==> config.mk <==
export PLATFORM = sky130hd
export DESIGN_NAME = instr_fetch_queue
export DESIGN_NICKNAME = d
export VERILOG_FILES = /design/src/rtl/instr_fetch_queue.sv
export SDC_FILE = /design/constraint.sdc
export NUM_CORES = 1
export LEC_CHECK = 0
export CAP_MARGIN = 0
export CORE_UTILIZATION = 55
export CTS_BUF_LIST = sky130_fd_sc_hd__clkbuf_16
export CTS_CLUSTER_DIAMETER = 100
export DETAILED_ROUTE_END_ITERATION = 10
export DONT_BUFFER_PORTS = 1
export GPL_TIMING_DRIVEN = 1
export PLACE_DENSITY = 0.7
export SETUP_SLACK_MARGIN = 0.5
export SLEW_MARGIN = 20
export SYNTH_ARGS = -nofsm -noshare
export SYNTH_HDL_FRONTEND = slang
export SYNTH_SLANG_ARGS = --single-unit
==> constraint.sdc <==
create_clock -name clk -period 12.4 [get_ports clk]
set_input_delay 1.24 -clock clk [delete_from_list [all_inputs] [get_ports clk]]
set_output_delay 1.24 -clock clk [all_outputs]
set_load 0.005 [all_outputs]
==> src/rtl/instr_fetch_queue.sv <==
// Instruction fetch queue: buffers 128-bit fetch packets for dual-issue decode with show-ahead head.
// Optional full-cycle performance counter enabled by defining IFQ_PERF_EN.
module instr_fetch_queue #(
  parameter int unsigned DEPTH     = 8,
  parameter int unsigned AF_MARGIN = 2
) (
  input  logic                     clk,
  input  logic                     rst_n,
  input  logic                     write_fifo,
  input  logic [127:0]             fetch_instr_pc,
  input  logic                     flush,
  input  logic                     dec_ready,
  output logic                     dec_valid,
  output logic [31:0]              dec_instr0,
  output logic [31:0]              dec_pc0,
  output logic [31:0]              dec_instr1,
  output logic [31:0]              dec_pc1,
  output logic                     stop_fetch,
  output logic [$clog2(DEPTH):0]   count,
  output logic                     overflow_err
`ifdef IFQ_PERF_EN
  ,
  output logic [31:0]              perf_full_cycles
`endif
);

  localparam int unsigned PTR_W    = $clog2(DEPTH);
  localparam int unsigned CNT_W    = PTR_W + 1;
  localparam int unsigned AF_LEVEL = DEPTH - AF_MARGIN;

  logic [127:0]     mem [DEPTH];
  logic [PTR_W-1:0] rd_ptr;
  logic [PTR_W-1:0] wr_ptr;
  logic [CNT_W-1:0] count_next;
  logic [127:0]     head;
  logic             full;
  logic             pop;
  logic             push;
  logic             drop;

  assign full      = (count == CNT_W'(DEPTH));
  assign dec_valid = (count != '0);
  assign pop       = dec_valid & dec_ready & ~flush;
  assign push      = write_fifo & ~flush & (~full | pop);
  assign drop      = write_fifo & ~flush & full & ~pop;

  // Show-ahead head, zeroed while empty so stale storage never leaks out.
  assign head       = mem[rd_ptr];
  assign dec_instr0 = dec_valid ? head[63:32]  : '0;
  assign dec_pc0    = dec_valid ? head[31:0]   : '0;
  assign dec_instr1 = dec_valid ? head[127:96] : '0;
  assign dec_pc1    = dec_valid ? head[95:64]  : '0;

  always_comb begin
    count_next = count;
    if (flush) begin
      count_next = '0;
    end else begin
      count_next = count + CNT_W'(push) - CNT_W'(pop);
    end
  end

  // Storage array carries no reset.
  always_ff @(posedge clk) begin
    if (push) begin
      mem[wr_ptr] <= fetch_instr_pc;
    end
  end

  always_ff @(posedge clk or negedge rst_n) begin
    if (!rst_n) begin
      rd_ptr       <= '0;
      wr_ptr       <= '0;
      count        <= '0;
      stop_fetch   <= 1'b0;
      overflow_err <= 1'b0;
    end else begin
      count      <= count_next;
      stop_fetch <= ~flush & (count_next >= CNT_W'(AF_LEVEL));
      if (flush) begin
        rd_ptr       <= '0;
        wr_ptr       <= '0;
        overflow_err <= 1'b0;
      end else begin
        if (pop) begin
          rd_ptr <= rd_ptr + PTR_W'(1);
        end
        if (push) begin
          wr_ptr <= wr_ptr + PTR_W'(1);
        end
        if (drop) begin
          overflow_err <= 1'b1;
        end
      end
    end
  end

`ifdef IFQ_PERF_EN
  // Saturating count of cycles spent full; survives flush.
  always_ff @(posedge clk or negedge rst_n) begin
    if (!rst_n) begin
      perf_full_cycles <= '0;
    end else if (full && (perf_full_cycles != 32'hFFFF_FFFF)) begin
      perf_full_cycles <= perf_full_cycles + 32'd1;
    end
  end
`endif

endmodule

### After elaboration in Yosys (flattened, before gate mapping)

Memories as Yosys holds them, arrays and structs flattened.
Cells that the tools add are included.

| word-level totals | value |
|---|---|
| register bits | 12 |
| RAM bits | 1024 |
| output and inout bits | 135 |
| word-level logic and storage cells | 40 |
| memories | 1 |

| operators by class | value |
|---|---|
| add/sub/neg operators | 4 |
| order comparisons | 1 |
| equality and inequality tests | 1 |
| multiplexer cells | 13 |
| bitwise logic cells | 11 |
| reductions and logical operators | 4 |

Memories:

| memory | depth | width | rd ports | clocked after Yosys merged registers in | wr ports | RTL line | text |
|---|---|---|---|---|---|---|---|
| mem | 8 | 128 | 1 | 0 | 1 | 31 | `logic [127:0] mem [DEPTH];` |

Operators with widths:

| cell | number |
|---|---|
| $mux 32 | 4 |
| $mux 3 | 4 |
| $and 1x1->1 | 7 |
| $add 3x1->3 const B | 2 |
| $reduce_bool 2->1 | 3 |
| $add 4x1->4 | 1 |
| $eq 4x4->1 const B | 1 |
| $ge 4x3->1 const B | 1 |
| $mux 1 | 4 |
| $mux 4 | 1 |
| $reduce_bool 4->1 | 1 |
| $sub 4x1->4 | 1 |
| $not 1->1 | 3 |
| $or 1x1->1 | 1 |

### Logic depth before layout (Yosys ltp)

Gate-level depths: netlist (run 1).

| depth | value |
|---|---|
| depth after elaboration | 10 |
| depth in mapped cells | 11 |
| mapped depth without buffers | 11 |

### Worst setup path before layout (run 1)

OpenSTA, ideal clock, no wires.

| timing | value |
|---|---|
| kind | input to register |
| start point | in dec_ready |
| end point | mem mem[0][0] (enable) |
| setup time | 0.772 ns |
| data arrival time | 10.323 ns |
| required time | 11.628 ns |
| slack | 1.306 ns |
| cell stages on the path | 3 |
| path buffers | 0 |
| cell sequence | nor2b_1 o2111ai_1 nor3_1 |

| between the ends | value |
|---|---|
| cells in the longest elaborated chain, start to end | 6 |

RTL lines:

| what | RTL line | text |
|---|---|---|
| from (decl) | 12 | `input logic dec_ready,` |
| $and 1x1->1 (2 in series) | 43 | `assign pop = dec_valid & dec_ready & ~flush;` |
| $or 1x1->1 | 44 | `assign push = write_fifo & ~flush & (~full \| pop);` |
| $and 1x1->1 | 44 |  |
| $mux 1 | 65 | `if (push) begin` |
| $mux 1 (not written as such) | 66 | `mem[wr_ptr] <= fetch_instr_pc;` |
| to (decl) | 31 |  |

No other way between the ends.

### Worst setup path in the final report (run 1)

| timing | value |
|---|---|
| start point | reg rd_ptr[0] |
| end point | out dec_pc0[8] |

| between the ends | value |
|---|---|
| cells in the longest elaborated chain, start to end | 2 |

RTL lines:

| what | RTL line | text |
|---|---|---|
| from (decl) | 32 | `logic [PTR_W-1:0] rd_ptr;` |
| from (signal assigned) | 86 | `rd_ptr <= rd_ptr + PTR_W'(1);` |
| $mem_v2 8x128 | -- |  |
| $mux 32 | 50 | `assign dec_pc0 = dec_valid ? head[31:0] : '0;` |
| to (decl) | 15 | `output logic [31:0] dec_pc0,` |

No other way between the ends.

==> results.rst, run 1 <==
.. list-table::
   :header-rows: 1

   * - Metric
     - Value
   * - Average wire per standard cell
     - 28.9 um
   * - Crit path launch type
     - flip-flop
   * - Routability-driven placement congestion ratio
     - 0.739
   * - Critical path capture point type
     - output pin
   * - Number of flops mapped to enable cells by yosys
     - 1024
   * - Number of cells produced by synthesis
     - 1579
   * - Achievable frequency
     - 0.180 GHz
   * - Wire length of the first global-routing pass
     - 113000 um
   * - Fin cells
     - 2654
   * - Biggest fanout along the worst timing path
     - 48
   * - Most frequent cell after synthesis
     - edfxtp_1
   * - Count of instances resized after the clock tree is built
     - 0
   * - Unrepaired setup endpoints after global routing
     - no
   * - Critical path's most frequent cell
     - buf_4
   * - Power density over the cells
     - 194 nW/um^2
   * - Antenna diodes
     - 0
   * - Slew of the pin with the lowest slew margin
     - 1.09 ns
   * - Commonest register cell after synthesis
     - edfxtp_1
   * - Clock tree from TritonCTS
     - done
   * - GRT overflow
     - 0
   * - Leading cell types by total area after synthesis
     - edfxtp_1 79%, mux4_2 14%, a22o_1 2.9%, dfrtp_1 0.77%, mux4_1 0.67%
   * - Initial antenna violation count
     - 0
   * - Worst Clk Skew
     - 0.0230 ns
   * - Total Neg Setup Slack
     - 0 ns
   * - Die Y
     - 268 um
   * - Total track usage
     - 21.7%
   * - Initial DRC Count
     - 1285
   * - Critical path data arrival time
     - 4.33 ns
   * - Cells on worst reg2reg path
     - 8
   * - Max Cap Violations
     - 0
   * - Post-placement cell area
     - 40000 um^2
   * - Pin count of the biggest net entering global routing
     - 171
   * - Commonest cells post-synth
     - 1024 x edfxtp_1, 246 x mux4_2, 128 x a22o_1, 30 x clkbuf_1, 26 x buf_2
   * - Top cell type's share of synthesized area
     - 78.9%
   * - Setup fix buffers added after clock tree synthesis
     - 0
   * - Horizontal die dimension
     - 268 um
   * - Post-detail-place hpwl
     - 39100 um
   * - Count of vias placed by the detailed router
     - 16.5k
   * - Deepest level of the CTS H-tree
     - 3
   * - Biggest cell delay along the critical path
     - 0.99 ns
   * - Synthesized flop and latch total
     - 1036
   * - Die area
     - 71900 um^2
   * - Sequential cell area fraction in the yosys report
     - 79.7%
   * - Final Critical Period
     - 5.57 ns
   * - Number of placed instances with taps included
     - 2462
   * - Port Buffer Count
     - 0
   * - Required @ worst endpoint
     - 11.16 ns
   * - Ordered cell list for the critical path
     - buf_4 -> buf_4 -> mux4_2 -> a22o_1
   * - Starting density of the core
     - 55.7%
   * - Total number of nets in the final design
     - 1769
   * - Clock tree sinks
     - 1036
   * - Maximum buffer depth of the clock tree
     - 3
   * - Residual antenna-violating net count after detailed routing
     - 0
   * - Worst IR drop on VDD
     - 172 uV
   * - Worst hold path type
     - primary input to async pin
   * - Critical-path cell with the highest stage delay
     - dfrtp_4
   * - Leakage power total
     - 0.0134 uW
   * - Wire length after detailed routing
     - 76600 um
   * - Number of rows in the core area
     - 97
   * - Final routed DRC violation total
     - 0
   * - Mean number of vias per cell
     - 6.21
   * - Area growth, synth to finish
     - 11.2%
   * - Cell taking the most area after synthesis
     - edfxtp_1
   * - Yosys Warn Count
     - 0
   * - Part of the cycle the worst path needs
     - 44.9%
   * - Final non-filler cell area
     - 43300 um^2
   * - Worst slew margin relative to its limit
     - 27.2%
   * - Clock insertion delay at the later pin of the skew report
     - 0.64 ns
   * - Fraction of layout instances using a drive strength above 1
     - 25.5%
   * - Classification of the worst setup path
     - flip-flop to output pin
   * - Final Hold Vio Count
     - 0
   * - Root cell of the clock tree
     - clkbuf_16
   * - Number of clock buffers inserted by TritonCTS
     - 103
   * - Share of flip-flops with an asynchronous set or reset after synthesis
     - 1.16%
   * - Worst hold-check slack
     - 0.285 ns
   * - Num ports
     - 268
   * - Synth Area per Inst
     - 24.7 um^2
   * - Netlist Area Pre-Place
     - 39000 um^2
   * - Slew Viols, Final
     - 0
   * - Run status
     - complete, no violations
   * - Clock transition at the register clock pins on the worst setup and hold paths after CTS
     - 0.06 ns
   * - Total of hold buffers inserted after clock tree synthesis
     - 0
   * - Count of final setup violators
     - 0
   * - Placeable core region
     - 70000 um^2
   * - Number of global-route vias before repair
     - 17.8k
   * - Synth Net Count
     - 1720
   * - Count of distinct cell types in the synthesized netlist
     - 42
   * - Pre-Repair DR Iteration Count
     - 4
stage by stage:
step | util (%) | setup slack, ns | total power, uW
after floorplan | - | 1.31 | 5220
after global placement | 57.1 | 7.41 | 5530
after detailed placement | 57.1 | 7.38 | 5550
after CTS | 61.9 | 6.66 | 8530
after global routing | 61.9 | 6.41 | 8750
final | 61.9 | 6.83 | 8430
cells in the final DEF (no fill, tap or decap), types with 2 or more instances in the layout:
cell type,netlist,final
nand2b_1,2,2
ha_1,7,7
dfrtp_4,0,2
mux4_2,246,246
mux4_1,10,10
nand2_1,5,5
buf_4,5,24
a21oi_1,5,5
dfrtp_1,12,10
inv_6,0,2
o21ai_0,5,5
clkinv_1,0,28
inv_1,6,26
clkinv_8,0,2
nand3_1,2,2
nor2_4,0,7
buf_12,1,5
clkinvlp_4,0,6
edfxtp_1,1024,1024
o2111ai_1,3,3
inv_16,0,2
buf_16,0,2
a22o_1,128,128
bufinv_16,0,10
clkbuf_16,0,103
clkinv_4,0,4
nor3_2,0,2
nor2_1,11,4
clkinv_2,0,14
nor2b_1,5,5
final cells by class:
type                    instances  area (um^2)
flip-flops and latches       1036        31100
inverters                       7         26.3
well taps                     940         1180
fillers                      4639        26700
clock inverters                88          721
clock buffers                 103         2580
repair buffers                 31          335
multi-input cells             449         7450
logic make-up (layout without fill, tap and decap cells):
| kind of cell | count (synthesis) | after routing | share of synthesized area, % |
|---|---|---|---|
| AOI/OAI and AO/OA | 147 | 147 | 3.20 |
| buffers and inverters | 94 | 229 | 1.39 |
| muxes | 258 | 258 | 14.9 |
| and+or+nand+nor | 35 | 35 | 0.507 |
| xor gates and xnor gates | 1 | 1 | 0.0225 |
| adders and majority gates | 8 | 8 | 0.276 |
| DFF | 1036 | 1036 | 79.7 |
state kept, by name, summed over array words and instances, names as in the netlist:
register	cells
mem	1024
count	4
rd_ptr	3
wr_ptr	3
overflow_err	1
stop_fetch	1
worst max-delay path: cells and delay by family, from the launching register on:
family                 cells  cell delay, ns
buffers and inverters      2            1.65
muxes                      1            0.60
DFF                        1            0.99
AOI/OAI and AO/OA          1            0.30
power breakdown:
group	leakage, uW	switching (uW)	internal [uW]	total, uW
Clock	0.00168	1260	1720	2980
Sequential	0.00940	59.2	3970	4030
Combinational	0.00233	782	638	1420
Total	0.0134	2100	6330	8430
worst paths after layout:
path / start / end / slack [ns]
worst max-delay path: rd_ptr[0]$_DFFE_PN0P_ / dec_pc0[8] / 6.83
worst min-delay path: rst_n / rd_ptr[1]$_DFFE_PN0P_ / 0.28
worst max register to register: count[2]$_DFF_PN0_ / mem[0][105]$_DFFE_PP_ / 8.85
worst min register to register: overflow_err$_DFFE_PN0P_ / overflow_err$_DFFE_PN0P_ / 0.57
max in group asynchronous: rst_n / rd_ptr[0]$_DFFE_PN0P_ / 12.04
min in group clk: overflow_err$_DFFE_PN0P_ / overflow_err$_DFFE_PN0P_ / 0.57
metal layers:
layer,share of wire [%],vias up,wire length [um],GRT usage [%]
li1,-,6986,-,-
met1,38,8927,28900,26.9
met2,53,469,40800,37.9
met3,6.9,108,5310,5.48
met4,2.0,0,1550,6.29
met5,0,-,0,0
Note: power is estimated with default switching activity, not from simulation.
==> run 2, diff against run 1 <==
Clock period 12.4 ns to 5.46 ns, I/O delays scaled along.
==> run 2 against run 1 <==
Net effect: register-to-register slack worse by 7.1 ns; utilization is 1.9 points higher; power is 130% higher; critical path type unchanged; critical endpoint is now dec_instr0[30]; critical path depth is 3 higher; count of clock-buffer cells in the layout is 2 lower; clock skew is 0.0089 ns higher.
==> results.rst, run 2 (same netlist as run 1, synthesis figures left out) <==
.. list-table::
   :header-rows: 1

   * - Metric
     - Value
   * - Count of final setup violators
     - 0 (unchanged)
   * - Number of clock buffers inserted by TritonCTS
     - 101 (-1.9%)
   * - Post-detail-place hpwl
     - 40400 um (+3.2%)
   * - Critical-path cell with the highest stage delay
     - and2_4
   * - Clock tree sinks
     - 1036 (unchanged)
   * - Final non-filler cell area
     - 44600 um^2 (+3.0%)
   * - Max Cap Violations
     - 0 (unchanged)
   * - Number of rows in the core area
     - 97 (unchanged)
   * - Classification of the worst setup path
     - flip-flop to output pin
   * - Biggest cell delay along the critical path
     - 0.76 ns (-0.23 ns)
   * - Achievable frequency
     - 0.261 GHz
   * - Biggest fanout along the worst timing path
     - 49 (+2.1%)
   * - Clock tree from TritonCTS
     - done
   * - Routability-driven placement congestion ratio
     - 0.827 (+12%)
   * - Worst IR drop on VDD
     - 590 uV (+240%)
   * - Die area
     - 71900 um^2 (unchanged)
   * - GR Layer Usage met2
     - 37.9% (unchanged)
   * - Count of vias placed by the detailed router
     - 17.2k (+4.5%)
   * - Power density over the cells
     - 428 nW/um^2 (+120%)
   * - Wire length after detailed routing
     - 78500 um (+2.5%)
   * - Worst hold path type
     - primary input to flip-flop
   * - Initial DRC Count
     - 1502 (+17%)
   * - Ordered cell list for the critical path
     - inv_1 -> ha_1 -> nor3b_4 -> inv_2 -> and2_4 -> buf_4 -> a22o_1
   * - Deepest level of the CTS H-tree
     - 3 (unchanged)
   * - Most flops, register
     - mem
   * - Total track usage
     - 22.1% (+0.36 points)
   * - Run status
     - complete, no violations
   * - Critical path data arrival time
     - 3.28 ns (-1.05 ns)
   * - Post-placement cell area
     - 40200 um^2 (+0.36%)
   * - Final Hold Vio Count
     - 0 (unchanged)
   * - Critical path capture point type
     - output pin
   * - Placeable core region
     - 70000 um^2 (unchanged)
   * - Most Used Layer, Global Route
     - met2
   * - Clock transition at the register clock pins on the worst setup and hold paths after CTS
     - 0.06 ns (about the same)
   * - Part of the cycle the worst path needs
     - 70.1%
   * - Crit path launch type
     - flip-flop
   * - Final Critical Period
     - 3.83 ns
   * - Port Buffer Count
     - 0 (unchanged)
   * - Total Neg Setup Slack
     - 0 ns (unchanged)
   * - Total number of nets in the final design
     - 1900 (+7.4%)
   * - Area growth, synth to finish
     - 14.5%
   * - Slew of the pin with the lowest slew margin
     - 1.05 ns (-0.0449 ns)
   * - Worst Clk Skew
     - 0.0320 ns (+0.00895 ns)
   * - Slew Viols, Final
     - 0 (unchanged)
   * - CP bufs+invs
     - 3 (+1)
   * - Most common cell after layout, fill and taps aside
     - edfxtp_1
   * - Gate family responsible for the most delay along the worst path
     - simple AND/OR/NAND/NOR gates
   * - Required @ worst endpoint
     - 4.91 ns (-6.25 ns)
   * - Num ports
     - 268 (unchanged)
   * - Pin count of the biggest net entering global routing
     - 122 (-29%)
   * - Root cell of the clock tree
     - clkbuf_16
   * - Maximum buffer depth of the clock tree
     - 3 (unchanged)
   * - Most used cells in the layout excluding fill and tap cells
     - 1024 x edfxtp_1, 246 x mux4_2, 130 x dlygate4sd3_1
   * - Pre-Repair DR Iteration Count
     - 5 (+1)
   * - Number of global-route vias before repair
     - 18.3k (+3.0%)
   * - Regs by FF count
     - mem (1024), count (4)
   * - Smallest setup slack after layout
     - 1.63 ns (-5.20 ns)
   * - Met3 track demand over resource
     - 4.58% (-0.90 points)
   * - Mean number of vias per cell
     - 6.17 (-0.64%)
   * - Post-layout power
     - 19100 uW (+130%)
   * - Unrepaired setup endpoints after global routing
     - no
   * - Pre-CTS WS
     - 1.69 ns (-5.69 ns)
   * - Met1 Usage GRT
     - 28.2% (+1.4 points)
   * - Fraction of layout instances using a drive strength above 1
     - 23.3% (-2.2 points)
   * - Leakage power total
     - 0.0139 uW (+4.0%)
   * - Worst slew margin relative to its limit
     - 30.2% (+3.0 points)
   * - Clock insertion delay at the later pin of the skew report
     - 0.65 ns (about the same)
   * - Final routed DRC violation total
     - 0 (unchanged)
   * - Wire length of the first global-routing pass
     - 116000 um (+2.2%)
   * - Starting density of the core
     - 55.7% (unchanged)
   * - Initial antenna violation count
     - 11 (+11)
   * - GRT overflow
     - 0 (unchanged)
   * - Die Y
     - 268 um (unchanged)
   * - Residual antenna-violating net count after detailed routing
     - 0 (unchanged)
   * - Horizontal die dimension
     - 268 um (unchanged)
   * - Average wire per standard cell
     - 28.1 um (-2.5%)
   * - Max FFs per register
     - 1024 (unchanged)
[run 2: cell count changes in the layout (fill, tap and decap cells not counted), moves of 3 or more]
cell / previous run / this run
inv_1: 26 / 37
clkinv_1: 28 / 23
dlygate4sd3_1: 0 / 130
bufinv_16: 10 / 6
clkinv_4: 4 / 1
clkinv_16: 0 / 3
diode_2: 0 / 7
buf_12: 5 / 13
buf_4: 24 / 20
[run 2: through the flow]
step	instances	util [%]	hold WS, ns
floorplan	1579	-	0.250
global placement	2465	57.3	0.251
detailed placement	2466	57.3	0.251
CTS	2783	63.7	0.0148
global route	2790	63.8	0.0348
finish	2790	63.8	0.0664
[run 2: worst paths after layout]
check                           cells past startpoint                     start                        to  slack, ns
worst max-delay path                                7        count[2]$_DFF_PN0_            dec_instr0[30]       1.63
worst min-delay path                                2                 dec_ready     rd_ptr[1]$_DFFE_PN0P_       0.07
max in group asynchronous                           1                     rst_n     rd_ptr[0]$_DFFE_PN0P_       4.70
worst max register to register                      6        count[2]$_DFF_PN0_      mem[4][63]$_DFFE_PP_       1.76
worst min register to register                      2  overflow_err$_DFFE_PN0P_  overflow_err$_DFFE_PN0P_       0.57
min in group asynchronous                           1                     rst_n        count[0]$_DFF_PN0_       0.33
[run 2: report_power, final]
| part | switching (uW) | leakage [uW] | internal [uW] | total (uW) |
|---|---|---|---|---|
| Clock | 2870 | 0.00165 | 3660 | 6530 |
| Combinational | 1910 | 0.00290 | 1530 | 3440 |
| Sequential | 141 | 0.00940 | 9000 | 9150 |
[run 2: metal layers]
metal / vias to the layer above / wire, um
met4: 8 / 1860
met3: 123 / 4850
met1: 9311 / 30500
li1: 7249 / -
met5: - / 54
met2: 533 / 41200
[run 2: worst reg2reg max path, cell delays in order, from the launching register on]
cell,delay [ns]
dfrtp_1,0.37
inv_1,0.09
ha_1,0.23
nor2b_1,0.23
o2111ai_1,0.49
nor2_4,0.90
buf_4,0.93
[run 2: area by class of cell]
| class | count | area (um^2) |
|---|---|---|
| antenna | 7 | 17.5 |
| clock buffer | 101 | 2530 |
| clock inverter | 86 | 638 |
| fill | 4597 | 25400 |
| inverter | 7 | 26.3 |
| multi-input combinational | 449 | 7460 |
| sequential | 1036 | 31100 |
| tap | 940 | 1180 |
| timing repair buffer | 164 | 1740 |
[run 2: repair_timing]
action | CTS | global route
endpoints found under the hold margin | 1042 | 0
resized for setup | 0 | 0
setup buffers | 0 | 0
hold buffers | 130 | 0
==> run 3, diff against run 2 <==
Settings changed: PLACE_DENSITY 0.7 to 0.73.
Clock period 5.46 ns to 3.5 ns, I/O delays scaled along.
==> run 3 against run 2 <==
Net effect: sequential cell count unchanged; combinational power up 80%; via count up 2.0%; design area up 1.2%; sequential share of layout area down 0.80 points; sequential power up 55%; critical path depth down 4; non-clock buffer count up 29; worst setup slack worse by 1.0 ns; clock power up 55%; utilization up 0.74 points.
==> results.rst, run 3 (same netlist as run 1, synthesis figures left out) <==
.. list-table::
   :header-rows: 1

   * - Metric
     - Value
   * - Most used cells in the layout excluding fill and tap cells
     - 1024 x edfxtp_1, 246 x mux4_2, 132 x dlygate4sd3_1
   * - Unrepaired setup endpoints after global routing
     - no
   * - Routability-driven placement congestion ratio
     - 0.780 (-5.7%)
   * - Clock insertion delay at the later pin of the skew report
     - 0.65 ns (about the same)
   * - Reg-to-reg slack, setup
     - 0.87 ns (-0.89 ns)
   * - Number of global-route vias before repair
     - 18.4k (+0.70%)
   * - Crit path launch type
     - flip-flop
   * - Worst Clk Skew
     - 0.0236 ns (-0.00839 ns)
   * - GRT overflow
     - 0 (unchanged)
   * - Final routed DRC violation total
     - 0 (unchanged)
   * - Die area
     - 71900 um^2 (unchanged)
   * - Port Buffer Count
     - 0 (unchanged)
   * - Final Critical Period
     - 2.90 ns
   * - Worst Min Path Start
     - flush
   * - Post-detail-place hpwl
     - 40600 um (+0.51%)
   * - Maximum buffer depth of the clock tree
     - 3 (unchanged)
   * - Critical path data arrival time
     - 2.55 ns (-0.73 ns)
   * - Top routing layer in use
     - met5
   * - Fraction of layout instances using a drive strength above 1
     - 24.8% (+1.5 points)
   * - Clock tree from TritonCTS
     - done
   * - Deepest level of the CTS H-tree
     - 3 (unchanged)
   * - Final non-filler cell area
     - 45200 um^2 (+1.2%)
   * - Area growth, synth to finish
     - 15.9%
   * - Clock tree sinks
     - 1036 (unchanged)
   * - Achievable frequency
     - 0.345 GHz
   * - Max Cap Violations
     - 0 (unchanged)
   * - Part of the cycle the worst path needs
     - 82.9%
   * - Total track usage
     - 22.0% (-0.078 points)
   * - CP bufs+invs
     - 1 (-2)
   * - Worst Hold Depth
     - 3 (+1)
   * - Endpoint of the worst hold-timing path
     - overflow_err$_DFFE_PN0P_
   * - Initial DRC Count
     - 1558 (+3.7%)
   * - Starting density of the core
     - 55.7% (unchanged)
   * - Number of cells on the critical path
     - 3 (-4)
   * - Count of final setup violators
     - 0 (unchanged)
   * - Count of vias placed by the detailed router
     - 17.6k (+2.0%)
   * - Power density over the cells
     - 674 nW/um^2 (+57%)
   * - Run status
     - complete, no violations
   * - Clock transition at the register clock pins on the worst setup and hold paths after CTS
     - 0.07 ns (about the same)
   * - Horizontal die dimension
     - 268 um (unchanged)
   * - Initial antenna violation count
     - 10 (-1)
   * - Wire length of the first global-routing pass
     - 116000 um (about the same)
   * - Max FFs per register
     - 1024 (unchanged)
   * - Root cell of the clock tree
     - clkbuf_16
   * - Required @ worst endpoint
     - 3.15 ns (-1.76 ns)
   * - Final Hold Vio Count
     - 0 (unchanged)
   * - Mean number of vias per cell
     - 6.23 (+0.92%)
   * - Total number of nets in the final design
     - 1928 (+1.5%)
   * - Worst hold path type
     - primary input to flip-flop
   * - Wire length after detailed routing
     - 80000 um (+1.9%)
   * - Number of rows in the core area
     - 97 (unchanged)
   * - Average wire per standard cell
     - 28.4 um (+0.89%)
   * - Placeable core region
     - 70000 um^2 (unchanged)
   * - Pin count of the biggest net entering global routing
     - 86 (-30%)
   * - Most flops, register
     - mem
   * - Critical-path cell with the highest stage delay
     - dfrtp_4
   * - Gate family responsible for the most delay along the worst path
     - flip-flops
   * - Cells on worst reg2reg path
     - 11 (+5)
   * - Leakage power total
     - 0.0142 uW (+1.6%)
   * - Final design utilization
     - 64.5% (+0.74 points)
   * - Sum of met3 wire segment lengths after detailed routing
     - 5070 um (+4.5%)
   * - Num ports
     - 268 (unchanged)
   * - Total length of routed met2 wires
     - 41900 um (+1.6%)
   * - Residual antenna-violating net count after detailed routing
     - 0 (unchanged)
   * - Ordered cell list for the critical path
     - buf_12 -> mux4_2 -> a22o_1
   * - Most common cell after layout, fill and taps aside
     - edfxtp_1
   * - Met1 Wirelength
     - 31500 um (+3.3%)
   * - Post-placement cell area
     - 40500 um^2 (+0.80%)
   * - Biggest cell delay along the critical path
     - 0.72 ns (-0.04 ns)
   * - Regs by FF count
     - mem (1024), count (4)
   * - Biggest fanout along the worst timing path
     - 71 (+45%)
   * - Slew Viols, Final
     - 0 (unchanged)
   * - Critical path capture point type
     - output pin
   * - Classification of the worst setup path
     - flip-flop to output pin
   * - Slew of the pin with the lowest slew margin
     - 0.701 ns (-0.347 ns)
   * - Startpoint of the worst-slack reg-to-reg timing path
     - count[2]$_DFF_PN0_
   * - Worst reg2reg path endpoint
     - stop_fetch$_DFF_PN0_
   * - Number of clock buffers inserted by TritonCTS
     - 100 (-0.99%)
   * - Die Y
     - 268 um (unchanged)
   * - Pre-Repair DR Iteration Count
     - 5 (unchanged)
   * - Worst slew margin relative to its limit
     - 53.3% (+23 points)
   * - Worst IR drop on VDD
     - 501 uV (-15%)
## run 3: cell types whose count changed in the layout (fill, tap and decap cells not counted), moves of 3 or more
cell / before / now
clkinv_2: 13 / 17
inv_1: 37 / 33
inv_16: 1 / 4
clkinv_16: 3 / 0
buf_6: 0 / 6
buf_12: 13 / 31
## run 3: what timing repair did
| action | CTS | global route |
|---|---|---|
| pin swaps | 1 | 1 |
| setup endpoints to repair | 118 | 103 |
| hold endpoints to repair | 1048 | 0 |
| hold buffers | 132 | 0 |
| gates cloned | 1 | 2 |
| gates resized for setup | 11 | 5 |
| buffers inserted | 9 | 1 |
## run 3: where the power goes
group | internal [uW] | leakage [uW] | switching (uW)
Sequential | 14000 | 0.00940 | 135
Clock | 5630 | 0.00162 | 4470
Combinational | 2840 | 0.00314 | 3340
Total | 22500 | 0.0142 | 7940
## run 3: layout make-up
class                      instances  area (um^2)
antenna                            8         20.0
clock buffer                     101         2530
clock inverter                    85          563
fill                            4452        24900
inverter                           7         26.3
multi-input combinational        449         7520
sequential                      1036        31100
tap                              940         1180
timing repair buffer             193         2270
## run 3: per-stage QoR
step | total power (uW) | TNS (ns) | hold slack [ns] | setup slack (ns) | instances
6_report | 30500 | 0 | 0.0437 | 0.597 | 2819
3_5_place_dp | 19900 | 0 | 0.0546 | 0.780 | 2480
5_1_grt | 31500 | 0 | 0.0568 | 0.509 | 2819
4_1_cts | 30500 | 0 | 0.00440 | 0.476 | 2808
3_3_place_gp | 19800 | 0 | 0.0547 | 0.877 | 2480
2_1_floorplan | 18400 | -293.30 | 0.0544 | -1.15 | 1579
## run 3: worst max path at each step
stage	to	start	slack, ns
4_1_cts	dec_instr0[8]	count[2]$_DFF_PN0_	0.48
3_3_place_gp	stop_fetch$_DFF_PN0_	count[2]$_DFF_PN0_	0.88
2_1_floorplan	mem[0][0]$_DFFE_PP_	count[2]$_DFF_PN0_	-1.15
3_5_place_dp	stop_fetch$_DFF_PN0_	count[2]$_DFF_PN0_	0.78
5_1_grt	dec_instr0[28]	rd_ptr[0]$_DFFE_PN0P_	0.51
6_report	dec_instr1[4]	rd_ptr[1]$_DFFE_PN0P_	0.60
## run 3: routing by layer
layer / vias to the layer above / track usage [%]
li1: 7329 / -
met1: 9522 / 28.9
met2: 609 / 37.5
met3: 99 / 4.37
met4: 4 / 6.41
met5: - / 0
## run 3: worst register-to-register path: stages (launching register included)
cell and delay [ns]:
dfrtp_1 0.41, inv_2 0.11, ha_4 0.16, nor3b_4 0.23
buf_6 0.15, or4_1 0.16, a21bo_2 0.24, ha_1 0.21
fa_1 0.41, xnor2_1 0.19, nand3b_1 0.13, o211ai_1 0.09
